<file path="src/rtl/fifo_pop_arbiter_pkg.sv">
// Shared types and the round-robin search helper for the FIFO pop arbiter.
package fifo_arb_pkg;

  localparam int unsigned MAX_REQ = 16;
  localparam int unsigned IDX_W   = 4;

  typedef enum logic [1:0] {
    IDLE  = 2'd0,
    RUN   = 2'd1,
    DRAIN = 2'd2
  } state_t;

  typedef struct packed {
    logic             valid;
    logic [IDX_W-1:0] id;
  } tag_t;

  typedef struct packed {
    logic             found;
    logic [IDX_W-1:0] index;
  } pick_t;

  // First set bit of req_vec at or after ptr, wrapping modulo n.
  function automatic pick_t rr_pick(input logic [MAX_REQ-1:0] req_vec,
                                    input logic [IDX_W-1:0]   ptr,
                                    input int unsigned        n);
    pick_t       r;
    int unsigned idx;
    r = '0;
    for (int unsigned off = 0; off < MAX_REQ; off++) begin
      idx = (32'(ptr) + off) % n;
      if ((off < n) && !r.found && req_vec[IDX_W'(idx)]) begin
        r.found = 1'b1;
        r.index = IDX_W'(idx);
      end
    end
    return r;
  endfunction

endpackage

</file>
<file path="src/rtl/fifo_pop_arbiter_if.sv">
// Requester, FIFO pop-side and response signals of the FIFO pop arbiter.
interface fifo_pop_arbiter_if #(
  parameter int unsigned NUM_REQ    = 4,
  parameter int unsigned FIFO_WIDTH = 11
);
  localparam int unsigned ID_W = $clog2(NUM_REQ);

  logic                  en;
  logic [NUM_REQ-1:0]    req;
  logic [NUM_REQ-1:0]    gnt;
  logic                  fifo_empty;
  logic                  fifo_pop;
  logic [FIFO_WIDTH-1:0] fifo_pop_data;
  logic                  rsp_valid;
  logic [ID_W-1:0]       rsp_id;
  logic [FIFO_WIDTH-1:0] rsp_data;
  logic                  busy;

  modport master (
    output en, req, fifo_empty, fifo_pop_data,
    input  gnt, fifo_pop, rsp_valid, rsp_id, rsp_data, busy
  );

  modport slave (
    input  en, req, fifo_empty, fifo_pop_data,
    output gnt, fifo_pop, rsp_valid, rsp_id, rsp_data, busy
  );

endinterface

</file>
<file path="src/rtl/fifo_pop_arbiter_rr_arbiter.sv">
// Combinational round-robin picker: eligibility mask and pointer in,
// one-hot grant and advanced pointer out.
module rr_arbiter
  import fifo_arb_pkg::*;
#(
  parameter  int unsigned NUM_REQ = 4,
  localparam int unsigned ID_W    = $clog2(NUM_REQ)
) (
  input  logic [NUM_REQ-1:0] elig,
  input  logic [ID_W-1:0]    ptr,
  input  logic               grant_en,
  output logic [NUM_REQ-1:0] gnt_c,
  output logic [ID_W-1:0]    gnt_id_c,
  output logic [ID_W-1:0]    next_ptr_c
);

  pick_t pick;

  always_comb begin
    pick       = rr_pick(MAX_REQ'(elig), IDX_W'(ptr), NUM_REQ);
    gnt_c      = '0;
    gnt_id_c   = ID_W'(pick.index);
    next_ptr_c = ptr;
    if (grant_en && pick.found) begin
      gnt_c[gnt_id_c] = 1'b1;
      next_ptr_c      = (gnt_id_c == ID_W'(NUM_REQ - 1)) ? '0 : gnt_id_c + ID_W'(1);
    end
  end

endmodule

</file>
<file path="src/rtl/fifo_pop_arbiter.sv">
// Shares one pipelined FIFO's pop port among NUM_REQ requesters and routes
// each returning word back to the requester that popped it.
module fifo_pop_arbiter
  import fifo_arb_pkg::*;
#(
  parameter int unsigned NUM_REQ    = 4,
  parameter int unsigned FIFO_WIDTH = 11,
  parameter int unsigned NUM_LOOPS  = 3,
  parameter int unsigned MAX_OUT    = 2
) (
  input logic              clk,
  input logic              rst,
  fifo_pop_arbiter_if.slave bus
);

  localparam int unsigned ID_W   = $clog2(NUM_REQ);
  localparam int unsigned CRED_W = $clog2(MAX_OUT + 1);

  state_t                state;
  logic [ID_W-1:0]       rr;
  logic [ID_W-1:0]       rr_next_c;
  logic [ID_W-1:0]       gnt_id_c;
  logic [NUM_REQ-1:0]    elig_c;
  logic [NUM_REQ-1:0]    gnt_c;
  logic [NUM_REQ-1:0]    retire_c;
  logic [CRED_W-1:0]     credit [NUM_REQ];
  tag_t                  tag_pipe [NUM_LOOPS];
  logic                  grant_en_c;
  logic                  pop_c;
  logic                  tags_valid_c;
  logic                  in_flight_c;
  logic                  rsp_valid_q;
  logic [ID_W-1:0]       rsp_id_q;
  logic [FIFO_WIDTH-1:0] rsp_data_q;

  // A response leaving this cycle frees its credit at once, so a saturated
  // requester can be re-granted in its retire cycle.
  always_comb begin
    tags_valid_c = 1'b0;
    retire_c     = '0;
    elig_c       = '0;
    for (int unsigned i = 0; i < NUM_LOOPS; i++) begin
      tags_valid_c = tags_valid_c | tag_pipe[i].valid;
    end
    in_flight_c = tags_valid_c | rsp_valid_q;
    grant_en_c  = (state == RUN) && bus.en && !bus.fifo_empty;
    for (int unsigned i = 0; i < NUM_REQ; i++) begin
      retire_c[i] = rsp_valid_q && (rsp_id_q == ID_W'(i));
      elig_c[i]   = bus.req[i] && ((credit[i] < CRED_W'(MAX_OUT)) || retire_c[i]);
    end
  end

  rr_arbiter #(.NUM_REQ(NUM_REQ)) u_rr_arbiter (
    .elig       (elig_c),
    .ptr        (rr),
    .grant_en   (grant_en_c),
    .gnt_c      (gnt_c),
    .gnt_id_c   (gnt_id_c),
    .next_ptr_c (rr_next_c)
  );

  assign pop_c         = |gnt_c;
  assign bus.gnt       = gnt_c;
  assign bus.fifo_pop  = pop_c;
  assign bus.rsp_valid = rsp_valid_q;
  assign bus.rsp_id    = rsp_id_q;
  assign bus.rsp_data  = rsp_data_q;
  assign bus.busy      = (state != IDLE) || in_flight_c;

  always_ff @(posedge clk or posedge rst) begin : fsm
    if (rst) begin
      state <= IDLE;
    end else begin
      case (state)
        IDLE:    if (bus.en) state <= RUN;
        RUN:     if (!bus.en) state <= in_flight_c ? DRAIN : IDLE;
        DRAIN: begin
          if (bus.en)            state <= RUN;
          else if (!in_flight_c) state <= IDLE;
        end
        default: state <= IDLE;
      endcase
    end
  end

  always_ff @(posedge clk or posedge rst) begin : rr_ptr
    if (rst)        rr <= '0;
    else if (pop_c) rr <= rr_next_c;
  end

  always_ff @(posedge clk or posedge rst) begin : credits
    if (rst) begin
      for (int unsigned i = 0; i < NUM_REQ; i++) credit[i] <= '0;
    end else begin
      for (int unsigned i = 0; i < NUM_REQ; i++) begin
        case ({gnt_c[i], retire_c[i]})
          2'b10:   credit[i] <= credit[i] + CRED_W'(1);
          2'b01:   credit[i] <= credit[i] - CRED_W'(1);
          default: ;
        endcase
      end
    end
  end

  // Tag pipe mirrors the FIFO's pop-to-data latency and never stalls.
  always_ff @(posedge clk or posedge rst) begin : tags
    if (rst) begin
      for (int unsigned i = 0; i < NUM_LOOPS; i++) tag_pipe[i] <= '0;
    end else begin
      tag_pipe[0] <= '{valid: pop_c, id: IDX_W'(gnt_id_c)};
      for (int unsigned i = 1; i < NUM_LOOPS; i++) tag_pipe[i] <= tag_pipe[i-1];
    end
  end

  always_ff @(posedge clk or posedge rst) begin : rsp_reg
    if (rst) begin
      rsp_valid_q <= 1'b0;
      rsp_id_q    <= '0;
      rsp_data_q  <= '0;
    end else begin
      rsp_valid_q <= tag_pipe[NUM_LOOPS-1].valid;
      if (tag_pipe[NUM_LOOPS-1].valid) begin
        rsp_id_q   <= ID_W'(tag_pipe[NUM_LOOPS-1].id);
        rsp_data_q <= bus.fifo_pop_data;
      end
    end
  end

  a_gnt_onehot: assert property (@(posedge clk) disable iff (rst) $onehot0(gnt_c));

  for (genvar g = 0; g < NUM_REQ; g++) begin : g_credit_chk
    a_credit_max:   assert property (@(posedge clk) disable iff (rst)
                                     credit[g] <= CRED_W'(MAX_OUT));
    a_credit_under: assert property (@(posedge clk) disable iff (rst)
                                     !(retire_c[g] && !gnt_c[g] && (credit[g] == '0)));
  end

endmodule

</file>
<file path="src/flat_wrapper.sv">
// flat-port wrapper written by rule: the top's interface ports become plain ports
module fifo_pop_arbiter_flat import fifo_arb_pkg::*;
#(
  parameter int unsigned NUM_REQ    = 4,
  parameter int unsigned FIFO_WIDTH = 11,
  parameter int unsigned NUM_LOOPS  = 3,
  parameter int unsigned MAX_OUT    = 2
)
  (clk, rst, bus_en, bus_req, bus_fifo_empty, bus_fifo_pop_data, bus_gnt, bus_fifo_pop, bus_rsp_valid, bus_rsp_id, bus_rsp_data, bus_busy);
  fifo_pop_arbiter_if #(.NUM_REQ(NUM_REQ), .FIFO_WIDTH(FIFO_WIDTH)) bus_i ();
  input logic clk;
  input logic rst;
  input wire logic [$bits(bus_i.en)-1:0] bus_en;
  input wire logic [$bits(bus_i.req)-1:0] bus_req;
  input wire logic [$bits(bus_i.fifo_empty)-1:0] bus_fifo_empty;
  input wire logic [$bits(bus_i.fifo_pop_data)-1:0] bus_fifo_pop_data;
  output wire logic [$bits(bus_i.gnt)-1:0] bus_gnt;
  output wire logic [$bits(bus_i.fifo_pop)-1:0] bus_fifo_pop;
  output wire logic [$bits(bus_i.rsp_valid)-1:0] bus_rsp_valid;
  output wire logic [$bits(bus_i.rsp_id)-1:0] bus_rsp_id;
  output wire logic [$bits(bus_i.rsp_data)-1:0] bus_rsp_data;
  output wire logic [$bits(bus_i.busy)-1:0] bus_busy;
  assign bus_i.en = bus_en;
  assign bus_i.req = bus_req;
  assign bus_i.fifo_empty = bus_fifo_empty;
  assign bus_i.fifo_pop_data = bus_fifo_pop_data;
  assign bus_gnt = bus_i.gnt;
  assign bus_fifo_pop = bus_i.fifo_pop;
  assign bus_rsp_valid = bus_i.rsp_valid;
  assign bus_rsp_id = bus_i.rsp_id;
  assign bus_rsp_data = bus_i.rsp_data;
  assign bus_busy = bus_i.busy;
  fifo_pop_arbiter #(.NUM_REQ(NUM_REQ), .FIFO_WIDTH(FIFO_WIDTH), .NUM_LOOPS(NUM_LOOPS), .MAX_OUT(MAX_OUT)) u_core (.clk(clk), .rst(rst), .bus(bus_i));
endmodule
</file>
<file path="config.mk">
export PLATFORM = sky130hd
export DESIGN_NAME = fifo_pop_arbiter_flat
export DESIGN_NICKNAME = d
export VERILOG_FILES = /design/src/rtl/fifo_pop_arbiter_pkg.sv /design/src/rtl/fifo_pop_arbiter_if.sv /design/src/rtl/fifo_pop_arbiter_rr_arbiter.sv /design/src/rtl/fifo_pop_arbiter.sv /design/src/flat_wrapper.sv
export SDC_FILE = /design/constraint.sdc
export NUM_CORES = 1
export LEC_CHECK = 0
export BUFFER_PORTS_ARGS = -buffer_cell sky130_fd_sc_hd__buf_4
export CAP_MARGIN = 20
export CORE_MARGIN = 10
export CORE_UTILIZATION = 56
export CTS_CLUSTER_DIAMETER = 200
export CTS_CLUSTER_SIZE = 10
export DETAILED_ROUTE_END_ITERATION = 7
export PLACE_DENSITY = 0.85
export SYNTH_ARGS = -nofsm -noshare
export SYNTH_HDL_FRONTEND = slang
export SYNTH_SLANG_ARGS = --single-unit
export TNS_END_PERCENT = 30
</file>
<file path="constraint.sdc">
create_clock -name clk -period 6.5 [get_ports clk]
set_input_delay 0.65 -clock clk [delete_from_list [all_inputs] [get_ports clk]]
set_output_delay 0.65 -clock clk [all_outputs]
set_load 0.01 [all_outputs]
</file>
==> key figures <==
Power and ir drop
  – Pwr Density: 343 nW/um^2
  – Clock share of power: 0.213
  – Final Total Pwr: 0.000680 W
  – Maximum vdd drop: 0.000303 V
  – Switching Fraction: 0.291
  – Leak Pwr: 0.983 nW
  – Int Pwr: 0.000482 W
  – Comb power frac: 0.309
  – Sequential share of power: 0.478
  – NetSw: 0.000198 W

Synthesis
  – Synth Area in XOR/XNOR: 0.0719
  – Sequential-to-total area share from yosys stat: 0.553
  – Mapped Avg Cell Area: 13.1 um^2
  – Compound-cell area share of the yosys netlist: 0.0664
  – Synth unique cells: 34
  – #FFs+latches synth: 35
  – Simple-gate share of the synthesized area: 0.118
  – Synth top area share: 0.553
  – Post-synthesis mux area share: 0.108
  – Synth Cell Area: 1580 um^2
  – Syn_nets: 148
  – Top cells by area, synth: dfrtp_1, mux2_2, ha_1
  – Main synth FF type: dfrtp_1
  – Yosys warns: 0
  – Largest family of logic cells by synthesized area: simple AND/OR/NAND/NOR gates
  – Post-synth EDFFs: 0
  – Synthesized instance count: 121
  – Post-synthesis adder-cell area fraction: 0.0632
  – Ys async rst share: 1.00
  – Yosys top cell by area: dfrtp_1

Critical path
  – Critical Path RT: 5.85 ns
  – Crit start category: flip-flop
  – Slowest cell on crit path: o41ai_1
  – Worst-path fanout max: 6
  – Worst setup path category: flip-flop to output pin
  – Data arrival, critical path: 3.07 ns
  – Reg2reg setup slack: 3.51 ns
  – Worst-path cell chain: nand3b_1 > a21boi_1 > mux2i_1 > o211ai_2 > inv_1 > ha_1 > o41ai_1 > nor2_2 > buf_4
  – CP peak stage delay: 0.53 ns
  – CP endpoint kind: output pin

Cells and area
  – Antenna Cells: 0
  – Multi-input logic area: 678 um^2
  – Final #Nets: 193
  – Fin util: 0.725
  – Layout cell share with drive strength beyond 1: 0.416
  – Fillers: 201
  – FF+latch area: 876 um^2
  – Layout area overhead: 25.2%

Timing
  – Tcrit/Tclk final: 0.572
  – Fmax: 269 MHz
  – Unrepaired setup endpoints after global routing: false
  – Final setup vio count: 0
  – Fin. Hold Viols: 0
  – Slew Viols, Final: 0
  – Final WS setup: 2.78 ns
  – Final Skew: 0.00823 ns
  – Worst rel slew slack: 0.633
  – Tmin final: 3.72 ns
  – Slew @ Worst Pin: 0.544 ns
  – Fin Hold WS: 0.348 ns
  – Setup_tns: 0 ns

Global routing
  – All-Layer GR Usage: 0.126
  – First-pass GRT wire length: 5310 um
  – Total gr overflow: 0
  – Vias in the first global route: 1181
  – Largest net degree at the start of global routing: 36
  – Initial antenna violation count: 0

Run
  – Max_cap viols: 0

Clocking
  – CTS H-tree lvls: 2
  – Post-CTS resize count: 0
  – Clock transition at path regs: 0.10 ns
  – CTS tree: done
  – Clk_lat worst skew: 0.33 ns
  – Post-CTS setup repair buffer count: 0
  – CTS Root Cell: clkbuf_4
  – TritonCTS Buffers: 5
  – Clock tree sinks: 35
  – Clk buf depth: 2
  – Hold-fix buffers, CTS: 0

Place
  – Port bufs: 38
  – Pre-CTS setup slack: 3.12 ns
  – Detail Placement HPWL: 2430 um
  – Placer congestion estimate: 0.903

Routing
  – Drt drc: 0
  – Detail Route Antenna Nets: 0
  – Drt initial violations: 30
  – Vias: 1034
  – DR WL/cell: 15.9 um
  – Total wire length: 3130 um
  – Drt pass-1 iters: 4
  – Via density: 5.25

Floorplan
  – Die area: 5360 um^2
  – Core box area: 2730 um^2
  – Starting Density: 0.579
  – Rows: 19
  – Die height: 73.2 um
  – Ports: 39
  – Die width: 73.2 um

Run status
  – Status: complete, no violations

Hold path
  – Min-Delay Path Class: flip-flop to flip-flop
==> per-stage QoR <==
| stage | instance area [um^2] | instances |
|---|---|---|
| after floorplan | 1580 | 121 |
| after global placement | 1910 | 190 |
| after detailed placement | 1910 | 190 |
| after CTS | 1980 | 197 |
| after global routing | 1980 | 197 |
| final | 1980 | 197 |
==> synthesized netlist by cell type (all sizes together) (3+ instances only) <==
| cell | number |
|---|---|
| dfrtp | 35 |
| mux2 | 14 |
| xnor2 | 10 |
| ha | 8 |
| inv | 7 |
| nor2 | 7 |
| nand2 | 5 |
| and2 | 4 |
| a21boi | 3 |
| a21oi | 3 |
| xor2 | 3 |
==> cells by family (layout without fill, tap and decap cells) <==
kind of cell	Yosys count	in the layout
buffers and inverters	8	53
DFF	35	35
muxes	15	15
adders and majority gates	8	8
AOI/OAI and AO/OA	14	14
xor gates and xnor gates	13	13
and+or+nand+nor	28	28
==> cell usage in the layout, fill, tap and decap left out, drive strengths merged, types with 2 or more instances in the layout <==
cell type  count
nand2          5
clkbuf         6
a21boi         3
xnor2         10
o21a           2
o21ai          2
nand3b         2
ha             8
dfrtp         35
a21oi          3
buf           39
xor2           3
and2           4
mux2          14
nor2           7
inv            7
and3b          2
==> state kept, by name (all words and copies together) (netlist names) <==
| name | flops |
|---|---|
| u_core.rr | 2 |
| u_core.bus.rsp_id | 2 |
| u_core.bus.rsp_valid | 1 |
| u_core.credit | 8 |
| u_core.state | 2 |
| u_core.bus.rsp_data | 11 |
| u_core.tag_pipe | 9 |
==> power by group through the flow <==
| stage | Clock (W) | Combinational, W | Sequential, W |
|---|---|---|---|
| floorplan | 0 | 0.000102 | 0.000339 |
| global placement | 0 | 0.000206 | 0.000325 |
| detailed placement | 0 | 0.000213 | 0.000331 |
| CTS | 0.000149 | 0.000215 | 0.000326 |
| global route | 0.000157 | 0.000231 | 0.000334 |
| finish | 0.000145 | 0.000210 | 0.000325 |
==> worst max-delay path, delay by kind of cell, from the launching register on <==
| kind | cells | cell delay [ns] |
|---|---|---|
| adders and majority gates | 1 | 0.25 |
| buffers and inverters | 2 | 0.29 |
| AOI/OAI and AO/OA | 3 | 1.21 |
| and+or+nand+nor | 2 | 0.34 |
| DFF | 1 | 0.44 |
| muxes | 1 | 0.18 |
==> final cells by class <==
cell class / instances / area share
sequential: 35 / 0.442
multi-input combinational: 78 / 0.342
timing repair buffer: 39 / 0.148
clock buffer: 6 / 0.0208
tap: 31 / 0.0196
clock inverter: 1 / 0.0151
inverter: 7 / 0.0132
==> metal layers <==
layer / GRT usage / wire length, um
met5: 0 / 0
met4: 0.0506 / 53
met3: 0.0571 / 255
met2: 0.201 / 1510
met1: 0.142 / 1310
==> worst paths after layout <==
kind / startpoint / end / cells after the start
setup / recovery: u_core.bus.rsp_id[0]$_DFFE_PP0P_ / bus_fifo_pop / 9
hold / removal: u_core.tag_pipe[11]$_DFF_PP0_ / u_core.tag_pipe[6]$_DFF_PP0_ / 0
setup reg to reg: u_core.bus.rsp_id[0]$_DFFE_PP0P_ / u_core.rr[1]$_DFFE_PP0P_ / 9
hold reg to reg: u_core.tag_pipe[11]$_DFF_PP0_ / u_core.tag_pipe[6]$_DFF_PP0_ / 0
max in group asynchronous: rst / u_core.bus.rsp_data[8]$_DFFE_PP0P_ / 3
min in group asynchronous: rst / u_core.tag_pipe[1]$_DFF_PP0_ / 3
(Power assumes the default switching activity.)
